==> src/rtl/des_sbox_bank.sv <==
// rtl/des_sbox_bank.sv - pipelined bank of DES S-boxes with valid/ready flow control
// Optional transfer counter (stats_clr/xfer_count) is built when DES_SBOX_STATS_EN is defined.
module des_sbox_bank #(
    parameter int FIRST_BOX  = 1,
    parameter int NUM_BOX    = 8,
    parameter int PIPE_DEPTH = 1
) (
    input  logic                   clk,
    input  logic                   rst_n,
    input  logic                   in_valid,
    output logic                   in_ready,
    input  logic [0:6*NUM_BOX-1]   in_data,
    output logic                   out_valid,
    input  logic                   out_ready,
    output logic [0:4*NUM_BOX-1]   out_data
`ifdef DES_SBOX_STATS_EN
    ,
    input  logic                   stats_clr,
    output logic [15:0]            xfer_count
`endif
);

    localparam int DW = 4 * NUM_BOX;

    if (FIRST_BOX < 1 || FIRST_BOX > 8 || NUM_BOX < 1 || NUM_BOX > 8 ||
        FIRST_BOX + NUM_BOX - 1 > 8 || PIPE_DEPTH < 1 || PIPE_DEPTH > 4) begin : g_bad_param
        $error("des_sbox_bank: illegal FIRST_BOX/NUM_BOX/PIPE_DEPTH combination");
    end

    // Tables are row-major, 16 nibbles per row, entry 0 in the top nibble.
    function automatic logic [3:0] sbox_lookup(input int box, input logic [5:0] x);
        logic [255:0] tab;
        logic [5:0]   idx;
        case (box)
            1: tab = 256'hE4D12FB83A6C5907_0F74E2D1A6CB9538_41E8D62BFC973A50_FC8249175B3EA06D;
            2: tab = 256'hF18E6B34972DC05A_3D47F28EC01A69B5_0E7BA4D158C6932F_D8A13F42B67C05E9;
            3: tab = 256'hA09E63F51DC7B428_D709346A285ECBF1_D6498F30B12C5AE7_1AD069874FE3B52C;
            4: tab = 256'h7DE3069A1285BC4F_D8B56F03472C1AE9_A690CB7DF13E5284_3F06A1D8945BC72E;
            5: tab = 256'h2C417AB6853FD0E9_EB2C47D150FA3986_421BAD78F9C5630E_B8C71E2D6F09A453;
            6: tab = 256'hC1AF92680D34E75B_AF427C9561DE0B38_9EF528C3704A1DB6_432C95FABE17608D;
            7: tab = 256'h4B2EF08D3C975A61_D0B7491AE35C2F86_14BDC37EAF680592_6BD814A7950FE23C;
            8: tab = 256'hD2846FB1A93E50C7_1FD8A374C56B0E92_7B419CE206ADF358_21E74A8DFC90356B;
            default: tab = '0;
        endcase
        // x[5] is DES bit 1: row = {b0,b5}, column = b1..b4
        idx = {x[5], x[0], x[4:1]};
        return tab[{6'd63 - idx, 2'b00} +: 4];
    endfunction

    logic [0:DW-1] lut;

    for (genvar i = 0; i < NUM_BOX; i++) begin : g_box
        assign lut[4*i +: 4] = sbox_lookup(FIRST_BOX + i, in_data[6*i +: 6]);
    end

    logic [PIPE_DEPTH:1] vld;
    logic [PIPE_DEPTH:1] load;
    logic [0:DW-1]       dat [1:PIPE_DEPTH];

    // Ready ripples back from out_ready: a stage may load if empty or if it drains this cycle.
    always_comb begin
        logic nxt;
        load = '0;
        nxt  = out_ready;
        for (int k = PIPE_DEPTH; k >= 1; k--) begin
            load[k] = !vld[k] || nxt;
            nxt     = load[k];
        end
    end

    always_ff @(posedge clk or negedge rst_n) begin
        if (!rst_n) begin
            vld <= '0;
            for (int k = 1; k <= PIPE_DEPTH; k++) begin
                dat[k] <= '0;
            end
        end else begin
            if (load[1]) begin
                vld[1] <= in_valid;
                if (in_valid) begin
                    dat[1] <= lut;
                end
            end
            for (int k = 2; k <= PIPE_DEPTH; k++) begin
                if (load[k]) begin
                    vld[k] <= vld[k-1];
                    if (vld[k-1]) begin
                        dat[k] <= dat[k-1];
                    end
                end
            end
        end
    end

    assign in_ready  = load[1];
    assign out_valid = vld[PIPE_DEPTH];
    assign out_data  = dat[PIPE_DEPTH];

`ifdef DES_SBOX_STATS_EN
    always_ff @(posedge clk or negedge rst_n) begin
        if (!rst_n) begin
            xfer_count <= '0;
        end else if (stats_clr) begin
            xfer_count <= '0;
        end else if (out_valid && out_ready) begin
            xfer_count <= xfer_count + 16'd1;
        end
    end
`endif

endmodule

==> config.mk <==
export PLATFORM = sky130hd
export DESIGN_NAME = des_sbox_bank
export DESIGN_NICKNAME = d
export VERILOG_FILES = /design/src/rtl/des_sbox_bank.sv
export SDC_FILE = /design/constraint.sdc
export NUM_CORES = 1
export LEC_CHECK = 0
export BUFFER_PORTS_ARGS = -buffer_cell sky130_fd_sc_hd__buf_2
export CAP_MARGIN = 20
export CORE_UTILIZATION = 44
export DETAILED_ROUTE_END_ITERATION = 16
export PLACE_DENSITY = 0.63
export SETUP_SLACK_MARGIN = 0.3
export SLEW_MARGIN = 30
export SYNTH_ARGS = -nofsm -noshare
export SYNTH_HDL_FRONTEND = slang
export SYNTH_SLANG_ARGS = --single-unit
==> constraint.sdc <==
create_clock -name clk -period 1.7 [get_ports clk]
set_input_delay 0.255 -clock clk [delete_from_list [all_inputs] [get_ports clk]]
set_output_delay 0.255 -clock clk [all_outputs]
set_load 0.03 [all_outputs]
==> flow_metrics.py, run 1 <==
metrics = {
    "worst_setup_path": {
        "required_ns": 1.87,
        "cp-start-kind": "primary input",
        "cp-end-kind": "flop",
        "arrival_ns": 1.82,
        "crit_type": "primary input to flop",
        "regToRegStartpoint": "out_valid",
        "crit_fanout": 4,
        "worstSetupStartpoint": "in_data[10]",
    },
    "synthesis": {
        "syn-mean-instance-area_um2": 7.463,
        "synthCells": 796,
        "synthTopCellsByCount": "nand2_1, ha_1, o21ai_0",
        "synth_area_leaders": "dfrtp_1, ha_1, mux4_2",
        "synth_most_common_cell": "nand2_1",
        "seq_area_frac_synth_pct": 13.90,
        "async_flop_share_pct": 100.0,
        "ys_ff_latch": 33,
        "synth.distinct_cells": 68,
        "synth_edf_count": 0,
        "yosys.area.top_type": "dfrtp_1",
        "syn_nets": 912,
        "synth_top_area_share_pct": 13.90,
        "syn-cell-area_mm2": 0.005941,
        "synthFlopType": "dfrtp_1",
        "yosys_warnings": 0,
    },
    "final_layout": {
        "final_util_pct": 63.75,
        "seqCellArea_um2": 827.0,
        "num-fill-cells": 1111,
        "nets": 1050,
        "syn_to_final_growth_pct": 41.53,
        "multi_input_area_mm2": 0.005226,
        "stdcell_area_mm2": 0.008408,
        "drive_above_1_share_pct": 37.33,
        "antennaDiodeCount": 0,
    },
    "timing": {
        "fin_crit_sh_pct": 97.03,
        "max_slew.worst_pin.slew_ns": 0.5444,
        "max_freq_mhz": 606.2,
        "slew_violations": 0,
        "fin_skew_ns": 0.008086,
        "rsz0062_at_grt": "yes",
        "post-route-min-period_ns": 1.649,
        "final_hold_viol_count": 0,
        "setup_viol": 0,
        "slew-limit-headroom_pct": 63.23,
    },
    "run": {
        "maxCapViolCount": 0,
    },
    "clock_tree": {
        "clkTransAtPathRegs_ns": 0.06,
        "clock_tree.root_cell": "clkbuf_16",
        "clock_path_buffers": 2,
        "clock_latency_ns": 0.29,
        "numCtsBuffers": 5,
        "h-tree-depth": 2,
        "clkSinkCount": 33,
        "cts_tree": "yes",
    },
    "route": {
        "ant_nets": 0,
        "dr.first_iter.drc_count": 461,
        "routed_wl_mm": 18.15,
        "via_per_inst": 5.895,
        "wl_per_cell_um": 16.34,
        "drc": 0,
        "routed-via-count": 6549,
        "first_pass_iters": 5,
    },
    "pwr": {
        "power_density_mw_per_mm2": 547.2,
        "leakagePower_nw": 3.565,
        "peakVddDrop_v": 0.0003314,
    },
    "grt": {
        "antenna_found_initial": 0,
        "grt_pass1_vias": 6038,
        "gr-total-overflow": 0,
        "grt_max_degree": 27,
        "grt_usage_pct": 23.91,
        "grt_pass1_wl_mm": 28.11,
    },
    "hold_path": {
        "min_from": "in_valid",
        "worstHoldPathType": "primary input to flop",
    },
    "floorplanning": {
        "fp.dieW_um": 118.2,
        "die_area_mm2": 0.01397,
        "placeableCoreArea_mm2": 0.01319,
        "die_height_um": 118.2,
        "initial_core_util_pct": 45.04,
        "rows": 42,
        "num_io_pins": 86,
    },
    "placement": {
        "place.gp.congestion": 0.9509,
        "port_buffers": 85,
        "dp_hpwl_mm": 12.37,
        "placed_cell_area_mm2": 0.007357,
    },
    "status": {
        "status": "finished, final reports clean",
    },
}
==> power breakdown <==
group / leakage, nW / total (mW) / internal, mW / switching, mW
clock: 0.0799 / 0.982 / 0.621 / 0.361
sequential: 0.380 / 1.03 / 0.930 / 0.0994
combinational: 3.10 / 2.59 / 1.15 / 1.44
total: 3.56 / 4.60 / 2.70 / 1.90
==> routing by layer <==
layer | global-route usage, % | routed length [um] | part of all wire, %
met1 | 30.22 | 7799 | 43
met2 | 42.10 | 9174 | 51
met3 | 1.882 | 769 | 4.2
met4 | 9.295 | 407 | 2.2
met5 | 0 | 0 | 0
==> final timing paths <==
| kind | endpoint | slack [ns] | cells past startpoint |
|---|---|---|---|
| setup / recovery | out_data[7] | 0.05 | 7 |
| hold / removal | out_valid | 0.28 | 2 |
| setup reg to reg | out_data[6] | 0.18 | 6 |
| hold reg to reg | out_data[22] | 0.48 | 2 |
| max in group asynchronous | out_data[14] | 0.68 | 3 |
| min in group asynchronous | out_data[31] | 0.49 | 2 |
==> placed cells by master (no fill, tap or decap), types with 13 or more instances in the layout <==
cell	Yosys	layout
nand2_1	77	74
mux2i_1	23	21
inv_1	45	29
buf_6	0	17
mux4_2	13	13
o21ai_0	55	44
dfrtp_1	33	32
nor2_1	52	45
nand2b_1	17	15
ha_1	64	41
ha_4	0	14
a21oi_1	53	49
buf_4	1	99
a211oi_1	19	14
nor3_1	26	20
nor2b_1	22	20
o211ai_1	15	15
a31oi_1	17	17
xnor2_1	16	14
buf_2	34	68
==> timing repair <==
item	4_1_cts	5_1_grt
pin swaps	21	41
buffers inserted	10	8
resized for setup	73	87
hold buffers	1	0
cloned	1	3
setup endpoints to repair	22	31
hold endpoints to repair	19	0
==> through the flow <==
stage | setup TNS [ns] | worst slack (ns) | std cells | hold slack [ns] | power, mW
detailed placement | -2.365 | -0.2547 | 1080 | 0.2733 | 3.276
CTS | 0 | 0.1040 | 1100 | 0.2086 | 4.419
finish | 0 | 0.05051 | 1111 | 0.2847 | 4.601
global route | 0 | 0.01484 | 1111 | 0.2975 | 4.859
global placement | -1.639 | -0.2347 | 1080 | 0.2726 | 3.227
floorplan | -0.2890 | -0.1488 | 796 | -0.04059 | 2.553
==> worst max-delay path, cell delays in order <==
cell and delay (ns):
buf_8 0.08, clkinvlp_4 0.11, ha_4 0.24, mux4_2 0.44, and2_0 0.13, or4_1 0.42
o221a_2 0.15
==> sequential cells by signal, summed over array words and instances, names as in the netlist <==
signal and cells:
out_data 32, out_valid 1
==> final cells by class <==
| type | instances | share of cell area (%) |
|---|---|---|
| Timing Repair Buffer | 210 | 20.43 |
| Tap cell | 176 | 2.619 |
| Sequential cell | 33 | 9.836 |
| Clock buffer | 7 | 1.815 |
| Inverter | 47 | 3.080 |
| Multi-Input combinational cell | 637 | 62.16 |
| Clock inverter | 1 | 0.05952 |
==> cell families (layout without fill, tap and decap cells) <==
kind of cell / Yosys count / count (layout) / synth area share (%)
AOI/OAI and AO/OA: 266 / 266 / 30.64
buffers and inverters: 126 / 265 / 8.909
DFF: 33 / 33 / 13.90
xor gates and xnor gates: 26 / 26 / 3.833
muxes: 42 / 42 / 9.941
and+or+nand+nor: 239 / 239 / 19.29
adders and majority gates: 64 / 64 / 13.48
(Power assumes the default switching activity.)
==> inputs of run 2 (changes only) <==
- MAX_ROUTING_LAYER: not set -> met4
==> run 2 against run 1 <==
Effect of this change: flip-flop and latch count unchanged; utilization fell by 0.95 points; register-to-register slack better by 0.11 ns; sequential power hardly changed; non-clock buffer count shrank 5; total power down 0.65%; largest power group unchanged; via count hardly changed; worst setup slack improved by 0.050 ns; count of clock-buffer cells in the layout is the same; cell count shrank 0.45%.
==> flow_metrics.py, run 2 (same netlist as run 1, synthesis figures left out) <==
metrics = {
    "status": {
        "status": "finished, final reports clean",
    },
    "pwr": {
        "peakVddDrop_v": 0.0003243,
        "pwr-share-clk_pct": 21.9,
        "netSwitchingPower_mw": 1.904,
        "leakagePower_nw": 3.533,
        "p_int_mw": 2.667,
        "power_density_mw_per_mm2": 551.8,
        "swShare_pct": 41.66,
        "combPwrFrac_pct": 55.6,
        "p_seq_share_pct": 22.5,
    },
    "worst_setup_path": {
        "path_cells": "buf_8, clkinvlp_4, ha_4, mux4_2, and2_0, or4_1, o221a_2",
        "cp-end-kind": "flop",
        "required_ns": 1.87,
        "crit_type": "primary input to flop",
        "arrival_ns": 1.77,
        "cp_slowest_cell": "mux4_2",
        "cpPeakStageDelay_ns": 0.44,
        "cp-start-kind": "primary input",
        "crit_fanout": 4,
    },
    "route": {
        "ant_nets": 0,
        "top_layer": "met4",
        "dr.first_iter.drc_count": 537,
        "wl_per_cell_um": 16.05,
        "routed-via-count": 6550,
        "drc": 0,
        "dr_wl_met2_mm": 8.822,
        "wl_met1_mm": 7.600,
        "first_pass_iters": 5,
        "routed_wl_mm": 17.75,
        "via_per_inst": 5.922,
        "dr_wl_met3_um": 858,
    },
    "clock_tree": {
        "h-tree-depth": 2,
        "clock_latency_ns": 0.28,
        "clkSinkCount": 33,
        "cts_tree": "yes",
        "clkTransAtPathRegs_ns": 0.06,
        "numCtsBuffers": 5,
        "clock_path_buffers": 2,
        "clock_tree.root_cell": "clkbuf_16",
    },
    "floorplanning": {
        "num_io_pins": 86,
        "placeableCoreArea_mm2": 0.01319,
        "fp.dieW_um": 118.2,
        "initial_core_util_pct": 45.04,
        "die_area_mm2": 0.01397,
        "rows": 42,
        "die_height_um": 118.2,
    },
    "timing": {
        "max_freq_mhz": 625.2,
        "fin_tns_setup_ns": 0,
        "setup_viol": 0,
        "rsz0062_at_grt": "yes",
        "fin_crit_sh_pct": 94.08,
        "slew_violations": 0,
        "final_hold_viol_count": 0,
        "fin_skew_ns": 0.004960,
        "slew-limit-headroom_pct": 61.64,
        "post-route-min-period_ns": 1.599,
        "max_slew.worst_pin.slew_ns": 0.5755,
    },
    "grt": {
        "grt_pass1_vias": 6189,
        "grt_max_degree": 30,
        "grt_usage_pct": 25.43,
        "grt_pass1_wl_mm": 29.20,
        "antenna_found_initial": 0,
        "gr-total-overflow": 0,
    },
    "final_layout": {
        "drive_above_1_share_pct": 37.42,
        "largest_register_ffs": 32,
        "final_util_pct": 62.80,
        "layout_common_cells": "buf_4, nand2_1, buf_2, a21oi_1, nor2_1",
        "nets": 1045,
        "layout_commonest_cell": "buf_4",
        "syn_to_final_growth_pct": 39.43,
        "antennaDiodeCount": 0,
    },
    "hold_path": {
        "worstHoldPathType": "primary input to flop",
    },
    "placement": {
        "dp_hpwl_mm": 12.20,
        "place.gp.congestion": 0.9457,
        "port_buffers": 85,
    },
    "run": {
        "maxCapViolCount": 0,
    },
}
run 2: path summary, 6_finish.rpt:
kind / from / end / slack, ns / cells past startpoint
max in group asynchronous: rst_n / out_data[11] / 0.67 / 3
max reg2reg: out_valid / out_data[28] / 0.29 / 5
min reg2reg: out_data[17] / out_data[17] / 0.48 / 2
max: in_data[10] / out_data[7] / 0.10 / 7
min in group asynchronous: rst_n / out_data[3] / 0.51 / 2
min: in_valid / out_valid / 0.22 / 2
run 2: per-stage QoR:
step / std cells / instance area [um^2] / power [mW] / setup WS (ns) / hold slack, ns
2_1_floorplan: 796 / 6345 / 2.553 / -0.1488 / -0.04059
3_3_place_gp: 1077 / 7310 / 3.212 / -0.2370 / 0.2721
3_5_place_dp: 1077 / 7310 / 3.253 / -0.2642 / 0.2773
4_1_cts: 1099 / 7815 / 4.397 / 0.09795 / 0.2096
5_1_grt: 1106 / 8283 / 4.848 / 0.03703 / 0.2468
6_report: 1106 / 8283 / 4.571 / 0.1006 / 0.2193
run 2: layout make-up:
type / count / area, um^2
clock buffers: 7 / 152.6
clock inverters: 1 / 5.005
fillers: 1115 / 4907
inverters: 47 / 264.0
multi-input cells: 637 / 5196
flip-flops and latches: 33 / 827.0
well taps: 176 / 220.2
repair buffers: 205 / 1618
run 2: critical path: cells and delay by family:
family                     cells  cell delay, ns
muxes                          1            0.44
AOI/OAI and AO/OA              1            0.13
and+or+nand+nor                2            0.53
adders and majority gates      1            0.23
buffers and inverters          2            0.19
run 2: layer usage:
| metal | GRT usage, % | vias to the layer above |
|---|---|---|
| li1 | - | 3185 |
| met1 | 31.63 | 3063 |
| met2 | 43.35 | 256 |
| met3 | 2.268 | 46 |
| met4 | 8.333 | 0 |
| met5 | - | - |
run 2: what timing repair did:
item,in CTS,in global routing
buffers inserted,11,6
hold buffers,1,0
setup endpoints to repair,23,32
pin swaps,15,41
hold endpoints to repair,19,0
gates resized for setup,55,103
gates cloned,2,1
run 2: power by group through the flow:
stage	registers (mW)	logic [mW]	clock network, mW
final	1.03	2.54	0.999
after global routing	1.04	2.75	1.05
after CTS	1.03	2.36	1.02
after detailed placement	1.04	2.22	0
after global placement	1.03	2.18	0
after floorplan	1.31	1.25	0
